## config.mk

```make
export PLATFORM = sky130hd
export DESIGN_NAME = pulse_sync_src
export DESIGN_NICKNAME = d
export VERILOG_FILES = /design/src/rtl/pulse_sync_src.sv
export SDC_FILE = /design/constraint.sdc
export NUM_CORES = 1
export LEC_CHECK = 0
export ABC_AREA = 1
export CAP_MARGIN = 25
export CORE_AREA = 5 5 42 44
export CTS_CLUSTER_DIAMETER = 50
export DETAILED_ROUTE_END_ITERATION = 8
export DIE_AREA = 0 0 47 49
export DONT_BUFFER_PORTS = 1
export GPL_ROUTABILITY_DRIVEN = 0
export SYNTH_ARGS = -nofsm -noshare
export SYNTH_HDL_FRONTEND = slang
export SYNTH_SLANG_ARGS = --single-unit
```

## constraint.sdc

```tcl
create_clock -name clk_src -period 0.9 [get_ports clk_src]
set_input_delay 0.09 -clock clk_src [delete_from_list [all_inputs] [get_ports clk_src]]
set_output_delay 0.09 -clock clk_src [all_outputs]
set_load 0.1 [all_outputs]
```

## src/rtl/pulse_sync_src.sv

```systemverilog
// rtl/pulse_sync_src.sv - source half of a toggle-based pulse synchronizer
// Optional feature macro: PULSE_QUEUE_EN (adds pending-pulse counter and pend port)
// Ports:
//   clk_src  source clock, the only clock used here
//   rst_n    reset, asynchronous assert, active-low
//   d_in     single-cycle pulse request, clk_src domain
//   ack      destination's synchronized copy of tq (asynchronous level)
//   tq       registered toggle sent to the destination synchronizer
//   busy     registered, high while a toggle is in flight
//   drop     registered, one-cycle flag that a d_in pulse was lost
//   pend     queued pulse count, CNT_W bits (PULSE_QUEUE_EN only)
module pulse_sync_src #(
  parameter int CNT_W = 4
) (
  input  logic             clk_src,
  input  logic             rst_n,
  input  logic             d_in,
  input  logic             ack,
  output logic             tq,
  output logic             busy,
  output logic             drop
`ifdef PULSE_QUEUE_EN
  ,
  output logic [CNT_W-1:0] pend
`endif
);

  if (CNT_W < 1) begin : g_cnt_w_check
    $error("pulse_sync_src: CNT_W must be at least 1");
  end

  typedef enum logic {
    IDLE     = 1'b0,
    WAIT_ACK = 1'b1
  } state_t;

  state_t r_state;
  state_t w_state_nx;
  logic   r_ack_s1;
  logic   r_ack_s2;
  logic   r_tq;
  logic   r_busy;
  logic   r_drop;
  logic   w_tq_nx;
  logic   w_busy_nx;
  logic   w_drop_nx;
  logic   w_pend_nz;

`ifdef PULSE_QUEUE_EN
  localparam logic [CNT_W-1:0] PEND_MAX = '1;
  localparam logic [CNT_W-1:0] PEND_ONE = CNT_W'(1);

  logic [CNT_W-1:0] r_pend;
  logic [CNT_W-1:0] w_pend_nx;

  assign w_pend_nz = (r_pend != '0);
`else
  assign w_pend_nz = 1'b0;
`endif

  // ack comes from another clock domain: two flops before anything looks at it
  always_ff @(posedge clk_src or negedge rst_n) begin
    if (!rst_n) begin
      r_ack_s1 <= 1'b0;
      r_ack_s2 <= 1'b0;
    end else begin
      r_ack_s1 <= ack;
      r_ack_s2 <= r_ack_s1;
    end
  end

  always_ff @(posedge clk_src or negedge rst_n) begin
    if (!rst_n) begin
      r_state <= IDLE;
      r_tq    <= 1'b0;
      r_busy  <= 1'b0;
      r_drop  <= 1'b0;
    end else begin
      r_state <= w_state_nx;
      r_tq    <= w_tq_nx;
      r_busy  <= w_busy_nx;
      r_drop  <= w_drop_nx;
    end
  end

`ifdef PULSE_QUEUE_EN
  always_ff @(posedge clk_src or negedge rst_n) begin
    if (!rst_n) begin
      r_pend <= '0;
    end else begin
      r_pend <= w_pend_nx;
    end
  end
`endif

  always_comb begin
    w_state_nx = r_state;
    w_tq_nx    = r_tq;
    w_drop_nx  = 1'b0;
`ifdef PULSE_QUEUE_EN
    w_pend_nx  = r_pend;
`endif
    case (r_state)
      IDLE: begin
        // ack moving while idle is ignored: only a launch changes tq/state
        if (d_in || w_pend_nz) begin
          w_tq_nx    = ~r_tq;
          w_state_nx = WAIT_ACK;
`ifdef PULSE_QUEUE_EN
          // with d_in also high, one queued pulse goes out and d_in takes its slot
          if (!d_in) begin
            w_pend_nx = r_pend - PEND_ONE;
          end
`endif
        end
      end
      WAIT_ACK: begin
        if (r_ack_s2 == r_tq) begin
          w_state_nx = IDLE;
        end
        // a pulse arriving on the returning cycle is still treated as in-flight
        if (d_in) begin
`ifdef PULSE_QUEUE_EN
          if (r_pend != PEND_MAX) begin
            w_pend_nx = r_pend + PEND_ONE;
          end else begin
            w_drop_nx = 1'b1;
          end
`else
          w_drop_nx = 1'b1;
`endif
        end
      end
      default: begin
        w_state_nx = IDLE;
      end
    endcase
    w_busy_nx = (w_state_nx == WAIT_ACK);
  end

  assign tq   = r_tq;
  assign busy = r_busy;
  assign drop = r_drop;
`ifdef PULSE_QUEUE_EN
  assign pend = r_pend;
`endif

endmodule

```

Yosys cells after proc, flatten, opt, wreduce, memory -nomap -nowiden
Index checks and enable logic that the tools add are counted.
Storage, ports and cells
  flip-flop bits (word level): 5
  output and inout port bits: 3
  logic and storage cells: 13
Cells by class
  equality and inequality tests: 1
  multiplexer cells: 4
  bitwise operators: 2
  reductions and logical operators: 1
Operator list (count)
  two-way mux 1 bit: 3
  inverter 1 bit: 2
  case mux 1 bit (2 select lines): 1
  AND reduction 2 bit: 1
  equality test 1 bit: 1

Logic depth before layout (Yosys ltp)
Gate-level depths: netlist of run 1.
  depth after elaboration: 3
  gate-level depth with buffers: 4
  mapped depth without buffers: 4

Worst setup path after synthesis of run 1
Ideal clock, no wire load.
  path kind: register to register
  start point: reg r_tq, in the netlist tq
  end point: reg r_busy, in the netlist busy
  library setup time: 0.068 ns
  arrival: 1.291 ns
  data required time: 0.832 ns
  path slack: -0.460 ns
  cell stages (with the launch flop): 5
  buffers on the path: 0
  period minus slack after synthesis: 1.360 ns
  cell sequence: dfrtp_1 inv_1 nand2_1 nand3_1 nand2_1
On the way
  word-level cells in the longest chain between the ends: 3
RTL lines
  start: declaration: line 41  | logic r_tq;
  start signal: assignment: line 80  | r_tq <= w_tq_nx;
  equality test 1 bit: line 118  | if (r_ack_s2 == r_tq) begin
  two-way mux 1 bit: line 118
  case mux 1 bit (2 select lines): line 103  | case (r_state)
  named net w_busy_nx: line 45  | logic w_busy_nx;
  end signal: assignment: line 81  | r_busy <= w_busy_nx;
  end: declaration: line 42  | logic r_busy;
The timed path passes the listed nets, and every way through them passes these cells.
A chain may end at the register's enable or synchronous reset.

Worst setup path in the final report of run 1
  start point: reg r_busy, in the netlist busy
  end point: out busy
RTL lines
  end: declaration: line 20  | output logic busy,
No word-level cell between the ends.

==> results.txt, run 1 <==
----------------------------------------------------
[Outcome]
  Run status ... complete, but fails checks
  Violated checks ... negative setup slack

[Global route]
  Pin count of the biggest net entering global routing ... 6
  Gr ovfl total ... 0
  Most used routing layer ... met3
  Met2 Use GR ... between 5 and 6%
  Global-route wire length before repair ... slightly above 600 um
  Number of antenna violations at the first check in global routing ... 0
  Vias in the first global route ... roughly 160
  Met1 routing resource usage after global routing ... ~3.6%
  GRT Total Usage ... under 10%
  GR Layer Usage met3 ... roughly 6.6%

[Flow run]
  Max Cap Violations ... 0

[Clock network]
  Cts repair resizes ... 0
  Clock Latency Late Sink ... 0.24 ns
  Number of levels in the clock H-tree ... 1
  Clock Sinks ... 5
  Clock input transition at the sequential cells of the worst setup and hold paths ... roughly 0.040 ns
  Clock tree from TritonCTS ... yes
  Inserted Clock Buffers ... 3
  Root Buffer ... clkbuf_4
  Clk buf depth ... 2

[Critical path]
  Reg-to-reg critical path endpoint ... busy
  Slowest stage cell on the critical path ... dfrtp_4
  Worst EP arrival ... just under 0.9 ns
  Type of origin of the critical path ... register
  Capturing element type of the critical path ... output port
  Cell depth of the worst setup path ... 1
  Depth of the worst register-to-register path ... 5
  Longest individual stage delay on the worst path ... 0.48 ns
  Source of the worst register-to-register timing path ... tq
  Kind of critical path ... register to output port
  Worst Path Max Fanout ... 2
  Family with the most delay on the worst path ... flip-flops
  Worst setup endpoint ... busy
  Sum of buffers and inverters on the critical path ... 1
  Data required, critical path ... 0.81 ns
  Cells along the critical path ... buf_12
  Register-to-register path setup slack ... -0.04 ns
  CP startpoint ... busy

[Cells and area]
  Final Cell Area ... between 300 and 400 um2
  Number of nets in the layout ... 36
  Post-route insts no fill ... 47
  Filler Cell Count ... roughly 160
  Area growth, synth to finish ... 97.9%
  Ratio of cells with drive above 1 in the final layout ... a little under half
  Number of inserted diodes ... 0

[Die]
  Core box area ... 1400 um2
  Top Ports ... 7
  Die H ... approximately 50 um
  Initial core utilization ... about 13%
  Width of the chip ... about 47 um
  Die outline area ... roughly 2300 um2
  # rows ... 14

[Yosys]
  Number of enable flip-flop cells after synthesis ... 0
  Sequential fraction of the synthesis area ... a little under three quarters
  Number of distinct standard cells referenced by the synthesized netlist ... 4
  Number of synthesized register bits ... 5
  Most frequently used cell type in the post-synthesis netlist ... nand2_1
  Count of mapped cells out of synthesis ... 18
  Synth Flop Type ... dfrtp_1
  Yosys top cell area share ... a little under three quarters
  Synth top cells by count ... 7 x nand2_1, 5 x dfrtp_1, 4 x inv_1, 2 x nand3_1
  Leading post-synthesis cells by cell area ... dfrtp_1 71%, nand2_1 15%, inv_1 8.5%, nand3_1 5.7%
  Post-synthesis cell area ... 176 um2
  Share of async-settable or async-resettable flops after synthesis ... 100%
  Yosys warns ... 0
  Post-Synthesis Mean Instance Area ... around 9.8 um2
  Cell taking the most area after synthesis ... dfrtp_1
  Synthesized net count ... 22

[Min path]
  Type of the tightest min-delay check ... primary input to async pin

[Timing]
  Setup tns final ... -0.236 ns
  Shortest clock period the worst path allows after layout ... just under 1 ns
  Setup violation total in the final timing report ... 5
  Worst-case setup margin in the final layout ... -0.0830 ns
  Count of final max-slew check failures ... 0
  Normalized max-slew margin ... a little over four fifths
  Portion of the clock cycle consumed by the worst path in the final layout ... 109%
  Achievable frequency ... around 1000 MHz
  Post-route worst hold slack ... approximately 0.14 ns
  Worst-case clock skew ... about 0.0015 ns
  Slew at the pin with the worst max-slew slack ... approximately 0.24 ns
  Setup repair after global routing missed its margin ... yes
  Final Hold Vio Count ... 0

[Drt]
  Antenna-violating nets left ... 0
  WL per Instance ... between 7 and 8 um
  WL final ... 345 um
  Post-detailed-route via-to-cell ratio ... 3.40
  # DRC ... 0
  Via total after detailed routing ... between 150 and 200
  Router iterations before antenna repair ... 3
  Initial DRC Count ... 1

[Placed design]
  Instance count after placement with tap cells included ... 37
  Count of input and output buffers ... 0
  Cell area after placement ... about 270 um2

----------------------------------------------------
## metal layers
metal	wire, um	vias to the layer above	share of wire, %
met5	0	-	0
met4	0	0	0
met3	46	0	13
met2	167	7	48
met1	130	75	38
li1	-	78	-
## area by class of cell
class / count / area (um2) / area share [%]
tap: 16 / 20.0 / 5.73
clock buffer: 4 / 26.3 / 7.53
timing repair buffer: 9 / 115 / 33.0
inverter: 4 / 15.0 / 4.30
multi-input combinational: 9 / 38.8 / 11.1
sequential: 5 / 134 / 38.4
## layout by cell type, fill, tap and decap left out
| cell | count |
|---|---|
| clkbuf_1 | 1 |
| buf_4 | 2 |
| clkbuf_4 | 3 |
| dfrtp_2 | 1 |
| nand3_1 | 2 |
| dfrtp_1 | 2 |
| nand2_2 | 1 |
| dfrtp_4 | 2 |
| dlygate4sd3_1 | 4 |
| buf_12 | 3 |
| inv_2 | 2 |
| nand2_1 | 6 |
| inv_1 | 2 |
## kinds of logic (layout without fill, tap and decap cells)
kind of cell           count (synthesis)  in the layout  share of synthesized area, %
DFF                                    5              5                          70.9
buffers and inverters                  4             17                          8.51
and+or+nand+nor                        9              9                          20.6
## per-stage QoR
step           worst slack (ns)  util (%)
2_1_floorplan           -0.0614         -
3_5_place_dp             0.0785      19.1
6_report                -0.0830      24.9
4_1_cts                 -0.0919      24.2
3_3_place_gp             0.0890      19.1
5_1_grt                  -0.120      24.9
## state kept, by name (all words and copies together) (netlist names)
| signal | count |
|---|---|
| tq | 1 |
| drop | 1 |
| r_ack_s1 | 1 |
| r_ack_s2 | 1 |
| busy | 1 |
## worst min-delay path by stage
stage	from	end	slack, ns	depth (start not counted)
6_report	rst_n	busy	0.14	1
5_1_grt	rst_n	busy	0.14	1
4_1_cts	d_in	tq	0.0002	2
3_5_place_dp	rst_n	drop	-0.21	0
3_3_place_gp	rst_n	drop	-0.21	0
2_1_floorplan	rst_n	drop	-0.21	0
## timing repair
action / in CTS / in global routing
setup buffers: 2 / 0
hold buffers: 3 / 1
endpoints found under the setup margin: 3 / 5
hold endpoints to repair: 8 / 1
Power of run 1 is left out: the tool's default activity adds up to more than one toggle a clock period on the data nets, which glitch-free logic cannot reach.
==> inputs of run 2 (changes only) <==
GPL_TIMING_DRIVEN = 0   (was default)
==> run 2 against run 1 <==
Against the previous run:
- the run ends with negative hold slack, negative setup slack left
- flip-flop and latch count did not move
- final cell count down 15%
- clock-buffer cell count unchanged
- die area unchanged
- wire length unchanged
- critical path depth is 3 higher
- core utilization is 6.6 points lower
- register-to-register slack worse by 0.06 ns
- largest cell class unchanged
- highest routed layer unchanged
==> results.txt, run 2 (synthesized netlist as in run 1, its figures left out) <==
----------------------------------------------------
[Placed design]
  Detailed placement HPWL ... between 200 and 300 um
  Count of input and output buffers ... 0 (unchanged)

[Clock network]
  CTS hold repair buffers ... 2 (-1)
  Clk buf depth ... 2 (unchanged)
  Inserted Clock Buffers ... 3 (unchanged)
  Number of levels in the clock H-tree ... 1 (unchanged)
  Clock Sinks ... 5 (unchanged)
  Clock tree from TritonCTS ... yes
  Root Buffer ... clkbuf_4
  Clock Latency Late Sink ... 0.25 ns (about the same)
  Total setup buffers inserted after CTS ... 0 (-2)
  Clock input transition at the sequential cells of the worst setup and hold paths ... 0.05 ns (about the same)

[Cells and area]
  Post-layout utilization of the core ... 18.3% (-6.6 points)
  Area growth, synth to finish ... 45.4%
  Commonest cells after routing, fill and taps aside ... 6 x nand2_1, 3 x dfrtp_4, 3 x clkbuf_4
  Filler Cell Count ... 156 (unchanged)
  Ratio of cells with drive above 1 in the final layout ... 37.5% (-7.7 points)
  Number of nets in the layout ... 29 (-19%)
  Most common cell after layout, fill and taps aside ... nand2_1
  Reg area ... 136 um2 (+1.9%)
  Multi-input logic area ... 38.8 um2 (unchanged)
  Number of inserted diodes ... 0 (unchanged)

[Min path]
  End of the worst hold path ... drop
  Hold-critical path depth ... 2
  Hold wc startpoint ... d_in
  Type of the tightest min-delay check ... primary input to register

[Outcome]
  Run status ... complete, but fails checks
  Violated checks ... negative hold slack, negative setup slack

[Critical path]
  Cells along the critical path ... inv_2, nand2_2, nand2_1, nand2_1
  Register-to-register path setup slack ... -0.1 ns (-0.06 ns)
  Capturing element type of the critical path ... register
  Worst Path Max Fanout ... 4 (+2)
  Data required, critical path ... 1.04 ns (+0.23 ns)
  Family with the most delay on the worst path ... flip-flops
  Reg-to-reg critical path endpoint ... tq
  Longest individual stage delay on the worst path ... 0.62 ns (+0.14 ns)
  CP startpoint ... busy
  Worst EP arrival ... 1.13 ns (+0.24 ns)
  Source of the worst register-to-register timing path ... busy
  Depth of the worst register-to-register path ... 4 (-1)
  Kind of critical path ... register to register
  Type of origin of the critical path ... register
  Dominant cell type by count on the critical path ... nand2_1
  Slowest stage cell on the critical path ... dfrtp_4
  Sum of buffers and inverters on the critical path ... 1 (unchanged)

[Timing]
  Worst-case setup margin in the final layout ... -0.0961 ns (-0.0131 ns)
  Worst-case clock skew ... 0.00743 ns (+0.00594 ns)
  Normalized max-slew margin ... 78.2% (-5.8 points)
  Slew at the pin with the worst max-slew slack ... 0.327 ns (+0.0875 ns)
  Portion of the clock cycle consumed by the worst path in the final layout ... 111% (+1.5 points)
  Achievable frequency ... 1000 MHz (-1.3%)
  Shortest clock period the worst path allows after layout ... 0.996 ns (+0.0131 ns)
  Final Hold Vio Count ... 3 (+3)
  Count of final max-slew check failures ... 0 (unchanged)
  Setup violation total in the final timing report ... 5 (unchanged)
  Post-route worst hold slack ... -0.0563 ns (-0.201 ns)
  Setup repair after global routing missed its margin ... yes

[Die]
  Width of the chip ... 47 um (unchanged)
  Core box area ... 1400 um2 (unchanged)
  Top Ports ... 7 (unchanged)
  Die outline area ... 2300 um2 (unchanged)
  Initial core utilization ... 12.6% (unchanged)
  # rows ... 14 (unchanged)
  Die H ... 49 um (unchanged)

[Drt]
  Via total after detailed routing ... 124 (-23%)
  WL per Instance ... 8.63 um (+18%)
  Post-detailed-route via-to-cell ratio ... 3.10 (-8.9%)
  # DRC ... 0 (unchanged)
  Antenna-violating nets left ... 0 (unchanged)
  Initial DRC Count ... 0 (-1)
  WL final ... 345 um (unchanged)
  Router iterations before antenna repair ... 1 (-2)

[Global route]
  Global-route wire length before repair ... 558 um (-10%)
  Pin count of the biggest net entering global routing ... 6 (unchanged)
  GRT Total Usage ... 4.24% (-0.22 points)
  Gr ovfl total ... 0 (unchanged)
  Number of antenna violations at the first check in global routing ... 0 (unchanged)
  Vias in the first global route ... 133 (-17%)

[Flow run]
  Max Cap Violations ... 0 (unchanged)

----------------------------------------------------
run 2: layout make-up:
class	count	share of cell area, %
timing repair buffer	2	7.80
sequential	5	53.2
tap	16	7.80
inverter	4	5.85
clock buffer	4	10.2
multi-input combinational	9	15.1
run 2: repair_timing:
| item | CTS | global route |
|---|---|---|
| gates cloned | 0 | 0 |
| setup endpoints to repair | 5 | 6 |
| pin swaps | 0 | 2 |
| endpoints found under the hold margin | 9 | 3 |
| gates resized for setup | 1 | 0 |
run 2: metrics by stage:
step           TNS [ns]  std cells  instance area, um2  setup WS, ns
6_report         -0.365         40                 256       -0.0961
3_5_place_dp     -0.178         34                 208       -0.0957
4_1_cts          -0.403         40                 256        -0.101
3_3_place_gp     -0.171         34                 208       -0.0892
2_1_floorplan    -0.123         18                 188       -0.0614
5_1_grt          -0.551         40                 256        -0.157
run 2: worst max path at each step:
stage / endpoint / depth (start not counted)
after global placement: tq / 4
after floorplan: busy / 4
after global routing: tq / 4
after detailed placement: busy / 4
after CTS: tq / 4
final: tq / 4
run 2: worst register-to-register path: stages (launching register included):
cell     delay, ns
dfrtp_4       0.62
inv_2         0.11
nand2_2       0.05
nand2_1       0.05
nand2_1       0.05
run 2: metal layers:
metal / vias to the layer above / GRT usage (%) / part of all wire, %
li1: 64 / - / -
met1: 53 / 3.55 / 38
met2: 7 / 5.20 / 46
met3: 0 / 6.64 / 16
met4: 0 / 1.38 / 0
met5: - / 0 / 0
Power of run 2 is left out for the same reason.
